<file path="config.mk">
export PLATFORM = sky130hd
export DESIGN_NAME = bcd_tick_counter
export DESIGN_NICKNAME = d
export VERILOG_FILES = /design/src/rtl/bcd_tick_counter_pkg.sv /design/src/rtl/bcd_tick_counter_digit.sv /design/src/rtl/bcd_tick_counter.sv
export SDC_FILE = /design/constraint.sdc
export NUM_CORES = 1
export LEC_CHECK = 0
export CORE_MARGIN = 10
export CORE_UTILIZATION = 29
export DETAILED_ROUTE_END_ITERATION = 7
export PLACE_DENSITY = 0.57
export REMOVE_ABC_BUFFERS = 1
export SYNTH_ARGS = -nofsm -noshare
export SYNTH_HDL_FRONTEND = slang
export SYNTH_SLANG_ARGS = --single-unit
export TNS_END_PERCENT = 20
</file>
<file path="constraint.sdc">
create_clock -name ADC_CLK_10 -period 5 [get_ports ADC_CLK_10]
set_input_delay 1.5 -clock ADC_CLK_10 [delete_from_list [all_inputs] [get_ports ADC_CLK_10]]
set_output_delay 1.5 -clock ADC_CLK_10 [all_outputs]
set_load 0.1 [all_outputs]
</file>
<file path="src/rtl/bcd_tick_counter_pkg.sv">
// Shared constants for the DE10-Lite BCD timebase and display path.
package bcd_tick_counter_pkg;

    localparam int         CLK_HZ        = 10_000_000;
    localparam int         TICK_DIV_DFLT = CLK_HZ;
    localparam int         BCD_W         = 4;
    localparam int         MAX_DIGITS    = 6;

    // Active-low segment codes {g,f,e,d,c,b,a} consumed by sevenSeg.
    localparam logic [6:0] SEG_BLANK     = 7'h7F;
    localparam logic [6:0] SEG_DASH      = 7'h3F;

    function automatic logic [BCD_W*MAX_DIGITS-1:0] to_bcd(input int v);
        logic [BCD_W*MAX_DIGITS-1:0] r;
        int                          t;
        r = '0;
        t = v;
        for (int i = 0; i < MAX_DIGITS; i++) begin
            r[BCD_W*i +: BCD_W] = BCD_W'(t % 10);
            t = t / 10;
        end
        return r;
    endfunction

endpackage

</file>
<file path="src/rtl/bcd_tick_counter_digit.sv">
// One BCD digit: steps up/down on carry-in, ripples carry/borrow out, sync load.
module bcd_digit
    import bcd_tick_counter_pkg::*;
(
    input  logic             clk_i,
    input  logic             rst_ni,
    input  logic             up_i,
    input  logic             step_i,
    input  logic             ld_i,
    input  logic [BCD_W-1:0] ld_val_i,
    output logic [BCD_W-1:0] q_o,
    output logic             cout_o
);

    logic [BCD_W-1:0] q_q, q_d;

    always_comb begin
        q_d = q_q;
        if (ld_i) begin
            q_d = ld_val_i;
        end else if (step_i) begin
            if (up_i) q_d = (q_q >= 4'd9) ? 4'd0 : q_q + 4'd1;
            else      q_d = (q_q == 4'd0) ? 4'd9 : q_q - 4'd1;
        end
    end

    assign cout_o = step_i & (up_i ? (q_q >= 4'd9) : (q_q == 4'd0));
    assign q_o    = q_q;

    always_ff @(posedge clk_i) begin
        if (!rst_ni) q_q <= '0;
        else         q_q <= q_d;
    end

endmodule

</file>
<file path="src/rtl/bcd_tick_counter.sv">
// Tick prescaler plus DIGITS-wide BCD up/down modulo counter with load and heartbeat LED.
// Optional LAP_HOLD_EN adds a lap input that freezes bcd_out while counting continues.
module bcd_tick_counter
    import bcd_tick_counter_pkg::*;
#(
    parameter  int DIGITS   = 2,
    parameter  int MODULO   = 100,
    parameter  int TICK_DIV = TICK_DIV_DFLT,
    localparam int DIV_W    = $clog2(TICK_DIV)
) (
    input  logic                  ADC_CLK_10,
    input  logic                  rst_n,
    input  logic                  run,
    input  logic                  up,
    input  logic                  load,
    input  logic [4*DIGITS-1:0]   load_val,
`ifdef LAP_HOLD_EN
    input  logic                  lap,
`endif
    output logic [4*DIGITS-1:0]   bcd_out,
    output logic                  tick,
    output logic                  wrap,
    output logic                  led,
    output logic                  load_err
);

    localparam int                      W        = BCD_W * DIGITS;
    localparam logic [BCD_W*MAX_DIGITS-1:0] MAX_FULL = to_bcd(MODULO - 1);
    localparam logic [W-1:0]            MAX_BCD  = MAX_FULL[W-1:0];
    localparam logic [DIV_W-1:0]        TERM     = DIV_W'(TICK_DIV - 1);
    localparam logic [DIV_W-1:0]        HALF     = DIV_W'(TICK_DIV / 2);

    logic [DIV_W-1:0]             div_q, div_d;
    logic                         tick_q, tick_d;
    logic                         wrap_q, wrap_d;
    logic                         led_q, led_d;
    logic                         err_q, err_d;

    logic                         term, all_bcd, load_ok, at_edge, step, do_wrap, dig_ld;
    logic [DIGITS-1:0][BCD_W-1:0] dig, dig_ld_val;
    logic [DIGITS:0]              carry;
    logic [W-1:0]                 live;

    always_comb begin
        all_bcd = 1'b1;
        for (int i = 0; i < DIGITS; i++)
            if (load_val[BCD_W*i +: BCD_W] > 4'd9) all_bcd = 1'b0;
    end

    // With every nibble valid, packed-BCD order matches numeric order.
    assign load_ok = load & all_bcd & (load_val <= MAX_BCD);
    assign term    = run & (div_q == TERM);
    assign live    = dig;
    assign at_edge = up ? (live == MAX_BCD) : (live == '0);
    assign step    = term & ~load;
    assign do_wrap = step & at_edge;
    assign dig_ld  = load_ok | do_wrap;
    assign carry[0] = step & ~at_edge;

    for (genvar g = 0; g < DIGITS; g++) begin : g_dig
        assign dig_ld_val[g] = load_ok ? load_val[BCD_W*g +: BCD_W]
                                       : (up ? '0 : MAX_BCD[BCD_W*g +: BCD_W]);
        bcd_digit u_dig (
            .clk_i    (ADC_CLK_10),
            .rst_ni   (rst_n),
            .up_i     (up),
            .step_i   (carry[g]),
            .ld_i     (dig_ld),
            .ld_val_i (dig_ld_val[g]),
            .q_o      (dig[g]),
            .cout_o   (carry[g+1])
        );
    end

    always_comb begin
        div_d  = div_q;
        tick_d = 1'b0;
        wrap_d = 1'b0;
        err_d  = 1'b0;
        if (load) begin
            if (load_ok) div_d = '0;
            else         err_d = 1'b1;
        end else if (term) begin
            div_d  = '0;
            tick_d = 1'b1;
            // Top-digit ripple only occurs alongside at_edge; kept as a backstop.
            wrap_d = at_edge | carry[DIGITS];
        end else if (run) begin
            div_d = div_q + DIV_W'(1);
        end
        led_d = run & (div_d < HALF);
    end

    always_ff @(posedge ADC_CLK_10) begin
        if (!rst_n) begin
            div_q  <= '0;
            tick_q <= 1'b0;
            wrap_q <= 1'b0;
            led_q  <= 1'b0;
            err_q  <= 1'b0;
        end else begin
            div_q  <= div_d;
            tick_q <= tick_d;
            wrap_q <= wrap_d;
            led_q  <= led_d;
            err_q  <= err_d;
        end
    end

`ifdef LAP_HOLD_EN
    logic         hold_q;
    logic [W-1:0] frz_q;

    always_ff @(posedge ADC_CLK_10) begin
        if (!rst_n) begin
            hold_q <= 1'b0;
            frz_q  <= '0;
        end else begin
            hold_q <= lap;
            if (!hold_q) frz_q <= live;
        end
    end

    assign bcd_out = hold_q ? frz_q : live;
`else
    assign bcd_out = live;
`endif

    assign tick     = tick_q;
    assign wrap     = wrap_q;
    assign led      = led_q;
    assign load_err = err_q;

endmodule

</file>
---- Word level (Yosys, flattened, before mapping) ----
Index checks and enable logic that the tools add are counted.
storage, ports and cells
  register bits after elaboration ......... 36
  bits in latches ......................... 0
  memory bits (writable) .................. 0
  ROM bits ................................ 0
  bits of input ports ..................... 13
  output and inout bits ................... 12
  word-level logic and storage cells ...... 67
  memories kept ........................... 0
cells by class
  add/subtract/negate cells ............... 5
  $mul .................................... 0
  divide/modulo/power cells ............... 0
  order comparisons ....................... 6
  equality and inequality tests ........... 2
  shifts and indexed selects .............. 0
  mux-type cells .......................... 24
  bitwise gates (word level) .............. 15
  reductions and logical operators ........ 8
operators with widths
  operator                 number
  $mux W24                 4
  $mux W4                  13
  $add A24 B1 Y24 const B  1
  $eq A24 B24 Y1 const B   1
  $lt A24 B23 Y1 const B   1
  $and A1 B1 Y1            9
  $add A4 B1 Y4 const B    2
  $eq A8 B8 Y1 const B     1
  $ge A4 B4 Y1 const B     2
  $gt A4 B4 Y1 const B     2
  $le A8 B8 Y1 const B     1
  $logic_not A4 Y1         2
  $logic_not A8 Y1         1
  $sub A4 B1 Y4 const B    2
  $mux W1                  7
  $not A1 Y1               4
  $reduce_bool A2 Y1       2
  $reduce_or A3 Y1         1
  $or A1 B1 Y1             2
  $reduce_and A2 Y1        1
  $reduce_or A2 Y1         1

---- Depth between registers and ports, before layout ----
  depth after elaboration ................. 9
  gate-level depth with buffers ........... 11

---- By module ----
A second synthesis with hierarchy kept.
second synthesis, totals
  cells, all modules ...................... 345
  area total of the unflattened synthesis .. 2742.6 µm²
by module, submodules not included
  module            times used  cells each  area an instance (µm²)
  bcd_tick_counter  1           241         1896.8
  bcd_digit         2           52          422.9

---- Worst setup path after synthesis ----
OpenSTA, ideal clock, no wires.
  kind .................................... input-to-reg
  start point ............................. input run
  end point ............................... register led_q, in the netlist led
  data arrival time ....................... 3.394 ns
  data required time ...................... 4.882 ns
  setup slack ............................. 1.488 ns
  cell stages on the path ................. 10
  cells stage by stage .................... buf_6 -> nand4_2 -> or4_1 -> buf_2 -> or4_1 -> a21oi_1 -> o221ai_1 -> nor2b_4 -> o21ai_2 -> nand2_1
on the way
  cells in the longest elaborated chain, start to end .. 5
ends and longest elaborated chain
  element                                           RTL line                                        source
  start, declared                                   bcd_tick_counter.sv:13                          input logic run,
  $mux W24 / $and A1 B1 Y1 (equally long branches)  bcd_tick_counter.sv:88, bcd_tick_counter.sv:52
  $mux W24                                          bcd_tick_counter.sv:83                          end else if (term) begin
  $mux W24                                          bcd_tick_counter.sv:80                          if (load) begin
  $lt A24 B23 Y1                                    bcd_tick_counter.sv:91                          led_d = run & (div_d < HALF);
  $and A1 B1 Y1 *                                   bcd_tick_counter.sv:91
  end signal, assigned                              bcd_tick_counter.sv:105                         led_q <= led_d;
  end, declared                                     bcd_tick_counter.sv:36                          logic led_q, led_d;
Every way passes the cells marked *; elsewhere a longest branch is shown, timed or not.
A chain may end at the register's enable or synchronous reset.

---- Worst setup path in the final report ----
Same ends and word-level chain as after synthesis.

==> run summary <==
RUN STATUS
--------------------------------------------------------------------------------------------------
Run status                                                                               completed

CELLS AND AREA
--------------------------------------------------------------------------------------------------
Fillers                                                                                        966
Number of diodes added for antenna fixing                                                        0
Synthesis-to-layout area growth                                                              14.6%
Proportion of layout cells with a drive suffix above 1                                      0.0727
Post-layout nets                                                                               404
Final cell count without fillers                                                               496
Final non-filler cell area                                                            0.00310 mm^2

PWR
--------------------------------------------------------------------------------------------------
Power per cell area                                                                    227 mW/mm^2
Max VDD drop                                                                              0.125 mV
Leakage dissipation                                                                       0.997 nW

PLACE
--------------------------------------------------------------------------------------------------
Number of I/O port buffers                                                                      24
Area post-placement                                                                   0.00299 mm^2
Worst slack at placement                                                                    682 ps
Dpl hpwl                                                                                   5810 um
Number of placed instances with taps included                                                  488
Final weighted congestion of routability-driven global placement                             0.929

WORST SETUP PATH
--------------------------------------------------------------------------------------------------
Critical path required time                                                                5190 ps
Setup Crit Path Kind                                                                        in2reg
Crit path largest cell delay                                                                640 ps
Sequence of cells on the critical path                                                clkdlybuf4s50_1 > nand4_2 > nor3_1 > a31o_1 > o22ai_1 > a211o_1 > or3_2 > o2111ai_1 > nand2_1
Worst-path fanout max                                                                            9
Crit. path cell count                                                                            9
Kind of capture point of the worst setup path                                                 flop
Highest-delay cell along the critical path                                            sky130_fd_sc_hd__clkdlybuf4s50_1
Worst path top cell family by delay                                                   simple AND/OR/NAND/NOR gates
CP Launch Type                                                                          input port
Cells on worst reg2reg path                                                                      9
Count of buffering cells on the critical path with inverters included                            1
Crit path arrival time                                                                     4230 ps

TIMING
--------------------------------------------------------------------------------------------------
Slew Limit Headroom                                                                          0.343
Final critical-path share of the clock period                                                0.807
Final critical-path required period                                                        4030 ps
RSZ-0062 raised after global routing                                                            no
Slew at the pin closest to its max-slew limit                                               983 ps
Minimum setup slack in the final design                                                     966 ps
Clock Skew                                                                                 7.39 ps
Count of endpoints failing hold in the final timing report                                       0
Final setup TNS                                                                               0 ps
Final Max Tran Viols                                                                             0
Top achievable clock speed                                                                 248 MHz
Setup-failing EPs final                                                                          0

CLOCK NETWORK
--------------------------------------------------------------------------------------------------
Number of hold buffers added after CTS                                                           0
Number of instances resized during post-cts repair                                               0
# H-tree levels                                                                                  2
Clock latency of the later-clocked register in the worst-skew pair                          300 ps
Total number of clock tree sinks                                                                36
Clock transition time at the flip-flop clock pins of the worst setup and hold paths          80 ps
CTS tree                                                                                     built
Longest Clk Path Bufs                                                                            2
Count of buffers added by post-CTS timing repair for setup                                       0
Clock root buffer                                                                     sky130_fd_sc_hd__clkbuf_8
Cts bufs inserted                                                                                5

FLOORPLANNING
--------------------------------------------------------------------------------------------------
Die Height                                                                                  117 um
Die span in x                                                                               117 um
Total Die Area                                                                         0.0136 mm^2
Starting density of the core                                                                 0.295
I/O pin total                                                                                   25
Cell row count                                                                                  35
Core footprint                                                                        0.00915 mm^2

SYNTHESIS
--------------------------------------------------------------------------------------------------
Proportion of synthesized chip area in sequential cells                                      0.267
Proportion of register bits with asynchronous set or reset after synthesis                       0
Yosys warns                                                                                      0
Synthesized area divided by synthesized cell count                                       7.27 um^2
Adder and majority gate portion of the synthesized area                                     0.0324
Share of the synthesized netlist area taken by xor and xnor gates                           0.0130
Synth area leaders                                                                    sky130_fd_sc_hd__dfxtp_1 (27%), sky130_fd_sc_hd__a21oi_1 (5.6%), sky130_fd_sc_hd__o21ai_0 (4.8%)
Post-synthesis simple-gate area fraction                                                     0.342
Prevailing post-synth register cell                                                   sky130_fd_sc_hd__dfxtp_1
Area share of the largest cell type after synthesis                                          0.267
Yosys reg bits                                                                                  36
Number of enable-type register cells in the synthesized netlist                                  0
Post-synthesis instance area                                                          0.00270 mm^2
Library cells used by synthesis                                                                 67
Cells after Synth                                                                              372
Compound-Gate Fraction of Synth Area                                                         0.265
Multiplexer share of the synthesized area                                                  0.00741
Largest family of logic cells by synthesized area                                     simple AND/OR/NAND/NOR gates
Cell type contributing the most total cell area after synthesis                       sky130_fd_sc_hd__dfxtp_1

ROUTING
--------------------------------------------------------------------------------------------------
Routed WL                                                                                  7860 um
Number of iterations in the first detailed-routing pass                                          5
Detailed-route wire length per cell                                                        15.8 um
Post-detailed-route count of antenna-violating nets                                              0
Drt drc                                                                                          0
Via-per-instance ratio                                                                        5.83
Number of design-rule violations left by the first detailed-router iteration                   309
Overall via count from detail_route                                                          2,894

WORST HOLD PATH
--------------------------------------------------------------------------------------------------
Hold crit path type                                                                        reg2reg
Cell count of the worst hold path                                                                1

GLOBAL ROUTING
--------------------------------------------------------------------------------------------------
Initial antenna violation count                                                                  0
Pin count of the biggest net entering global routing                                            26
Vias in the first global route                                                               2,665
Leftover overflow at the end of global routing                                                   0
Global-route wire length before repair                                                   13,100 um
Total routing usage reported by global routing                                               0.115

JOB
--------------------------------------------------------------------------------------------------
Max-Cap Viols                                                                                    0

[per-stage QoR]
stage	hold WS (ps)	util	total power, W
after detailed placement	508	0.326	0.000448
after global routing	558	0.338	0.000737
final	516	0.338	0.000703
after global placement	491	0.326	0.000448
after floorplan	463	-	0.000400
after CTS	518	0.338	0.000713
[cells in the final DEF (no fill, tap or decap), drive strengths merged, types with 10 or more instances in the layout]
cell type | synthesis | final
nor2 | 32 | 32
a21oi | 30 | 30
o21ai | 27 | 27
nand4 | 17 | 17
nand2 | 34 | 34
nand3 | 15 | 15
dfxtp | 36 | 36
nor4 | 10 | 10
nor3 | 21 | 21
clkdlybuf4s50 | 0 | 24
inv | 18 | 18
[sequential cells by signal, indices dropped and copies added (netlist names)]
name,count
div_q,24
g_dig.u_dig.q_o,8
led,1
load_err,1
tick,1
wrap,1
[kinds of logic after synthesis]
family,after synthesis
adder cells (fa/ha/maj),7
AO/OA/AOI/OAI,109
AND/OR/NAND/NOR,172
XOR/XNOR,4
flip-flops,36
multiplexers,2
buffers and inverters,42
[final timing paths]
check / slack (ps) / from / endpoint
worst max-delay path: 970 / run / led
worst min-delay path: 520 / div_q[6] / div_q[6]
worst max register to register: 2180 / div_q[0] / led
worst min register to register: 520 / div_q[6] / div_q[6]
[report_power, final]
group | internal (W) | total (W) | switching, W
Sequential | 0.000292 | 0.000302 | 0.00000924
Combinational | 0.0000454 | 0.000140 | 0.0000948
Clock | 0.000148 | 0.000261 | 0.000113
Total | 0.000485 | 0.000703 | 0.000217
[layout make-up]
cell class / count / area, um^2 / share of cell area
sequential: 36 / 721 / 0.233
clock inverter: 3 / 42.5 / 0.0137
clock buffer: 5 / 68.8 / 0.0222
multi-input combinational: 294 / 1780 / 0.575
tap: 111 / 139 / 0.0448
timing repair buffer: 29 / 278 / 0.0897
inverter: 18 / 67.6 / 0.0218
[cell usage after synthesis (3+ instances only)]
cell type and count:
sky130_fd_sc_hd__nand3_1 15, sky130_fd_sc_hd__o211ai_1 4, sky130_fd_sc_hd__o31ai_1 4, sky130_fd_sc_hd__a211oi_1 3, sky130_fd_sc_hd__nor3_1 20, sky130_fd_sc_hd__a31oi_1 5, sky130_fd_sc_hd__xor2_1 3, sky130_fd_sc_hd__a21boi_0 5
sky130_fd_sc_hd__nand4_1 16, sky130_fd_sc_hd__nand2_1 34, sky130_fd_sc_hd__a21oi_1 30, sky130_fd_sc_hd__nor2_1 32, sky130_fd_sc_hd__buf_2 3, sky130_fd_sc_hd__o21ai_0 26, sky130_fd_sc_hd__nand2b_1 6, sky130_fd_sc_hd__o221ai_1 4
sky130_fd_sc_hd__or4_1 3, sky130_fd_sc_hd__dfxtp_1 36, sky130_fd_sc_hd__and4_1 4, sky130_fd_sc_hd__o21a_1 3, sky130_fd_sc_hd__buf_1 3, sky130_fd_sc_hd__nor4_1 10, sky130_fd_sc_hd__nor2b_1 5, sky130_fd_sc_hd__or3_1 5
sky130_fd_sc_hd__and2_1 3, sky130_fd_sc_hd__clkbuf_1 13, sky130_fd_sc_hd__ha_1 7, sky130_fd_sc_hd__inv_1 18
[per-layer routing]
metal	vias to the layer above	wire length, um	GRT usage
li1	1409	-	-
met1	1356	3620	0.152
met2	120	3540	0.182
met3	9	635	0.0272
met4	0	65	0.0305
met5	-	0	0
Note: power is estimated with default switching activity, not from simulation.
